[src/rtl/ddrctl1_issuer.sv]
// ddrctl1_issuer
// Host-side initiator for the DdrCtl1 instruction port. Each 32-bit read or
// write request, taken on a valid/ready handshake, becomes a DdrCtl1
// instruction stream: address loads (LA0..LA3), data loads for writes
// (LD0..LD3), then WRP or RDP. The block then waits for the controller's
// ready and returns one response pulse, with read data or a timeout flag.
//
// Ports
//   clock, reset          rising-edge clock, asynchronous active-low reset
//   req_valid/req_ready   request handshake
//   req_write             1 = write page, 0 = read page
//   req_addr, req_data    page address and write data (byte k -> LAk / LDk)
//   rsp_valid             one-cycle completion pulse
//   rsp_data, rsp_error   read data (0 for writes/errors), timeout flag
//   inst, inst_en         {opcode, imm} instruction to DdrCtl1 and its strobe
//   ctl_page, ctl_ready   DdrCtl1 page output and ready
module ddrctl1_issuer #(
   parameter int GUARD   = 2,
   parameter int TIMEOUT = 4096,
   parameter int SKIP_LA = 1
) (
   input  logic        clock,
   input  logic        reset,
   input  logic        req_valid,
   output logic        req_ready,
   input  logic        req_write,
   input  logic [31:0] req_addr,
   input  logic [31:0] req_data,
   output logic        rsp_valid,
   output logic [31:0] rsp_data,
   output logic        rsp_error,
   output logic [11:0] inst,
   output logic        inst_en,
   input  logic [31:0] ctl_page,
   input  logic        ctl_ready
);

   localparam int CW = $clog2(TIMEOUT + 1);
   localparam int GW = (GUARD > 1) ? $clog2(GUARD) : 1;

   localparam logic [3:0] OP_LA0 = 4'h1;
   localparam logic [3:0] OP_LD0 = 4'h5;
   localparam logic [3:0] OP_RDP = 4'h9;
   localparam logic [3:0] OP_WRP = 4'hA;

   typedef enum logic [2:0] {
      S_IDLE,
      S_LOAD_A,
      S_LOAD_D,
      S_ISSUE,
      S_GUARD,
      S_WAIT,
      S_RESP
   } state_t;

   state_t          state;
   logic [1:0]      idx;
   logic            lat_write;
   logic [31:0]     lat_addr;
   logic [31:0]     lat_data;
   logic [31:0]     last_addr;
   logic            addr_cached;
   logic [GW-1:0]   guard_cnt;
   logic [CW-1:0]   wait_cnt;
   logic            skip_hit;

   // The controller keeps its address registers between commands, so the
   // LA loads can be dropped when the same page was the last one reached.
   assign skip_hit = (SKIP_LA != 0) && addr_cached && (req_addr == last_addr);

   function automatic logic [11:0] la_inst(input logic [1:0] k, input logic [31:0] a);
      return {OP_LA0 + {2'b00, k}, a[{k, 3'b000} +: 8]};
   endfunction

   function automatic logic [11:0] ld_inst(input logic [1:0] k, input logic [31:0] d);
      return {OP_LD0 + {2'b00, k}, d[{k, 3'b000} +: 8]};
   endfunction

   // Sequencer. Every output is a register loaded with the value it must
   // show in the state being entered, so inst appears the cycle after the
   // edge that moves into LOAD_A/LOAD_D/ISSUE. The wait counter is
   // pre-loaded to 1 so that a timeout response lands exactly
   // GUARD+TIMEOUT cycles after the ISSUE cycle.
   always_ff @(posedge clock or negedge reset) begin
      if (!reset) begin
         state       <= S_IDLE;
         idx         <= 2'd0;
         lat_write   <= 1'b0;
         lat_addr    <= '0;
         lat_data    <= '0;
         last_addr   <= '0;
         addr_cached <= 1'b0;
         guard_cnt   <= '0;
         wait_cnt    <= '0;
         req_ready   <= 1'b0;
         rsp_valid   <= 1'b0;
         rsp_data    <= '0;
         rsp_error   <= 1'b0;
         inst        <= '0;
         inst_en     <= 1'b0;
      end else begin
         inst_en   <= 1'b0;
         inst      <= '0;
         rsp_valid <= 1'b0;
         req_ready <= 1'b0;
         case (state)
            S_IDLE: begin
               req_ready <= ctl_ready;
               if (req_valid && req_ready) begin
                  lat_write <= req_write;
                  lat_addr  <= req_addr;
                  lat_data  <= req_data;
                  req_ready <= 1'b0;
                  idx       <= 2'd0;
                  inst_en   <= 1'b1;
                  if (!skip_hit) begin
                     state <= S_LOAD_A;
                     inst  <= la_inst(2'd0, req_addr);
                  end else if (req_write) begin
                     state <= S_LOAD_D;
                     inst  <= ld_inst(2'd0, req_data);
                  end else begin
                     state <= S_ISSUE;
                     inst  <= {OP_RDP, 8'h00};
                  end
               end
            end
            S_LOAD_A: begin
               inst_en <= 1'b1;
               if (idx == 2'd3) begin
                  idx <= 2'd0;
                  if (lat_write) begin
                     state <= S_LOAD_D;
                     inst  <= ld_inst(2'd0, lat_data);
                  end else begin
                     state <= S_ISSUE;
                     inst  <= {OP_RDP, 8'h00};
                  end
               end else begin
                  idx  <= idx + 2'd1;
                  inst <= la_inst(idx + 2'd1, lat_addr);
               end
            end
            S_LOAD_D: begin
               inst_en <= 1'b1;
               if (idx == 2'd3) begin
                  idx   <= 2'd0;
                  state <= S_ISSUE;
                  inst  <= {OP_WRP, 8'h00};
               end else begin
                  idx  <= idx + 2'd1;
                  inst <= ld_inst(idx + 2'd1, lat_data);
               end
            end
            S_ISSUE: begin
               guard_cnt <= '0;
               wait_cnt  <= CW'(1);
               state     <= (GUARD == 0) ? S_WAIT : S_GUARD;
            end
            // The controller needs a couple of cycles to pull ready low
            // after a page command, so ready is not trusted here.
            S_GUARD: begin
               if (guard_cnt == GW'(GUARD - 1)) begin
                  state <= S_WAIT;
               end else begin
                  guard_cnt <= guard_cnt + 1'b1;
               end
            end
            S_WAIT: begin
               if (ctl_ready) begin
                  state       <= S_RESP;
                  rsp_valid   <= 1'b1;
                  rsp_error   <= 1'b0;
                  rsp_data    <= lat_write ? 32'h0 : ctl_page;
                  last_addr   <= lat_addr;
                  addr_cached <= 1'b1;
               end else if (wait_cnt >= CW'(TIMEOUT - 1)) begin
                  state       <= S_RESP;
                  rsp_valid   <= 1'b1;
                  rsp_error   <= 1'b1;
                  rsp_data    <= 32'h0;
                  addr_cached <= 1'b0;
               end else begin
                  wait_cnt <= wait_cnt + 1'b1;
               end
            end
            S_RESP: begin
               state <= S_IDLE;
            end
            default: begin
               state <= S_IDLE;
            end
         endcase
      end
   end

endmodule

[config.mk]
export PLATFORM = sky130hd
export DESIGN_NAME = ddrctl1_issuer
export DESIGN_NICKNAME = d
export VERILOG_FILES = /design/src/rtl/ddrctl1_issuer.sv
export SDC_FILE = /design/constraint.sdc
export NUM_CORES = 1
export LEC_CHECK = 0
export ABC_AREA = 0
export ABC_CLOCK_PERIOD_IN_PS = 6000
export CORE_ASPECT_RATIO = 1.25
export CORE_MARGIN = 2
export CORE_UTILIZATION = 55
export DETAILED_ROUTE_END_ITERATION = 16
export GPL_TIMING_DRIVEN = 0
export PLACE_DENSITY_LB_ADDON = 0.05
export SLEW_MARGIN = 10
export SYNTH_ARGS = -nofsm -noshare
export SYNTH_HDL_FRONTEND = slang
export SYNTH_SLANG_ARGS = --single-unit
[constraint.sdc]
create_clock -name clock -period 6 [get_ports clock]
set_input_delay 1.2 -clock clock [delete_from_list [all_inputs] [get_ports clock]]
set_output_delay 1.2 -clock clock [all_outputs]
set_load 0.02 [all_outputs]
==> qor.yml <==
global_routing:
  grt_max_degree: 86
  grt_first_pass_wirelength_microns: 32150
  grt_pass1_vias: 6153
  antenna_found_initial: 0
  grt.overflow.total: 0
  grtUsageTotal: 0.2909
cts:
  clk_pin_slew_worst_paths_ns: 0.06
  holdBufCountCts: 0
  cts_resized: 0
  clk_latency_ns: 0.43
  htree_levels: 4
  tritoncts: "yes"
  cts_num_sinks: 165
  post_cts_buffers: 0
  cts.path.max_buffers: 2
  cts-root-buf: "clkbuf_16"
  cts_made_buffers: 17
finish:
  syn_to_final_growth_pct: 30.79
  drive_gt1_frac: 0.1295
  final_nets: 975
  antenna_cells: 0
synthesis:
  yosys_warnings: 0
  syn_avg_cell_area_sq_um: 10.78
  synth_seq_area_share: 0.5465
  syn_inst: 701
  synthTopCellsByArea: "dfrtp_1, nand2_1, mux2_2"
  synthArstFlopShare: 1.000
  synthesis.nets: 807
  netlist-cell-type-count: 53
  ys_ff_latch: 165
  synth_common_cells: "nand2_1, dfrtp_1, a22o_1"
  synth.top_cell.area_share: 0.5465
  synth_edf_count: 0
  yosysMostFrequentCell: "nand2_1"
  yosysTopAreaCell: "dfrtp_1"
  synth_area_sq_mm: 0.007555
  synthFlopType: "dfrtp_1"
status:
  status: "finished, final reports clean"
floorplan:
  die-area_sq_mm: 0.01470
  die_w_microns: 108.8
  die_height_microns: 135.0
  rows: 47
  start_util: 0.5659
  ios: 149
  core_sq_mm: 0.01335
pwr:
  p_int_mw: 3.166
  pwr-share-seq: 0.387
  p_switching_mw: 1.687
  p_leak_nw: 4.647
  peakVddDrop_uv: 277.1
  p_sw_frac: 0.3476
  p_clk_frac: 0.230
  p_comb_frac: 0.384
  cellPowerDensity_mw_per_mm2: 491.2
setup_path:
  slowest_stage: "buf_1"
  cp_data_required_time_ns: 6.27
  crit_chain: "buf_1 > inv_1 > ha_1 > buf_2 > buf_1 > mux4_2 > a222oi_1 > o211ai_1"
  cp_slowest_stage_delay_ns: 0.58
  worstSetupPathType: "register to register"
  start_kind: "register"
  critPathTopFamily: "buffers and inverters"
  cpMostUsedCell: "buf_1"
  reg2reg_depth: 8
  arrival_ns: 3.78
  critPathMaxFanout: 10
  critPathCaptureType: "register"
  cp.depth: 8
  cp_num_buf_inv: 4
sta:
  whs_ns: 0.4743
  drv_slew: 0
  max_freq_mhz: 284.9
  slew-limit-headroom: 0.2596
  worst_pin_slew_ns: 1.102
  grt_setup_unrepaired: "no"
  timing.final.crit_share: 0.5850
  fin_skew_ns: 0.009741
  hold_viol: 0
  setup_violations: 0
  fin_setup_tns_ns: 0
  period_needed_ns: 3.510
drt:
  avgViaCountPerCell: 5.746
  wl_per_cell_microns: 19.13
  totalWireLength_microns: 20100
  num_vias: 6039
  first_iter_violations: 502
  final_antenna_net_count: 0
  drc: 0
  firstDrtPassIters: 5
worst_hold_path:
  hp-class: "register to register"
  hold_depth: 2
placement:
  dpl.hpwl_microns: 14290
  place.gp.congestion: 0.9055
  port-buffer-count: 148
flow_run:
  maxCapViolations: 0
[per-layer routing]
metal | up-vias | wire length (microns) | track usage
met2 | 249 | 10390 | 0.4917
li1 | 2769 | - | -
met1 | 2973 | 7750 | 0.3641
met3 | 48 | 1444 | 0.06467
met4 | 0 | 520 | 0.1118
met5 | - | 0 | 0
[power groups by stage]
stage / Combinational (mW) / Sequential, mW / Clock (mW)
after floorplan: 1.03 / 1.97 / 0
after global placement: 1.80 / 1.86 / 0
after detailed placement: 1.84 / 1.88 / 0
after CTS: 1.87 / 1.87 / 1.12
after global routing: 2.02 / 1.93 / 1.17
final: 1.86 / 1.88 / 1.11
[registers in the layout, summed over array words and instances (netlist names)]
| register | cells |
|---|---|
| last_addr | 32 |
| lat_addr | 32 |
| lat_data | 32 |
| rsp_data | 32 |
| wait_cnt | 13 |
| inst | 12 |
| state | 3 |
| idx | 2 |
| addr_cached | 1 |
| guard_cnt | 1 |
| inst_en | 1 |
| lat_write | 1 |
| req_ready | 1 |
| rsp_error | 1 |
| rsp_valid | 1 |
[worst min-delay path, stage by stage (launching register included)]
cell     delay (ns)
dfrtp_1        0.34
nand2_1        0.05
nand2_1        0.05
[logic make-up after synthesis]
logic type / count (synthesis) / synth area share
simple gates: 302 / 0.1800
buf+inv: 48 / 0.03114
mux: 49 / 0.09506
compound gates: 92 / 0.09259
fa+ha+maj: 5 / 0.008281
xor+xnor: 40 / 0.04637
flops: 165 / 0.5465
[worst paths after layout]
path	start	endpoint	slack [ns]
worst max-delay path	idx[0]	inst[0]	2.49
worst min-delay path	lat_data[12]	lat_data[12]	0.47
worst max register to register	idx[0]	inst[0]	2.49
worst min register to register	lat_data[12]	lat_data[12]	0.47
max in group asynchronous	reset	lat_data[1]	4.40
min in group asynchronous	reset	rsp_data[11]	0.77
[stage by stage]
| stage | cell area (sq um) | setup WS, ns | std cells | power (mW) | utilization |
|---|---|---|---|---|---|
| after floorplan | 7555 | 3.319 | 701 | 2.992 | - |
| after global placement | 9250 | -2.685 | 1020 | 3.659 | 0.6929 |
| after detailed placement | 9283 | 2.508 | 1021 | 3.728 | 0.6954 |
| after CTS | 9881 | 2.475 | 1051 | 4.867 | 0.7402 |
| after global routing | 9881 | 2.239 | 1051 | 5.120 | 0.7402 |
| final | 9881 | 2.490 | 1051 | 4.854 | 0.7402 |
[final cells by class]
cell class	count	area, sq um
Buffer	38	197.7
Inverter	10	37.54
Sequential cell	165	4129
Clock buffer	22	474.2
Fill cell	948	3468
Clock inverter	8	123.9
Tap cell	171	214.0
Multi-Input combinational cell	488	3191
Timing Repair Buffer	149	1514
[cells in the final DEF, fill, tap and decap left out, drive strengths merged, types with 7 or more instances in the layout]
master         count
nand2            208
dfrtp            165
clkdlybuf4s50    147
a22o              40
clkbuf            35
xnor2             33
mux2              32
buf               27
nor2              20
a21oi             18
nand4             18
mux4              15
and3              14
nand3             14
inv               11
o21ai             11
nor3               9
o211ai             8
xor2               7
Note: power is estimated with default switching activity, not from simulation.
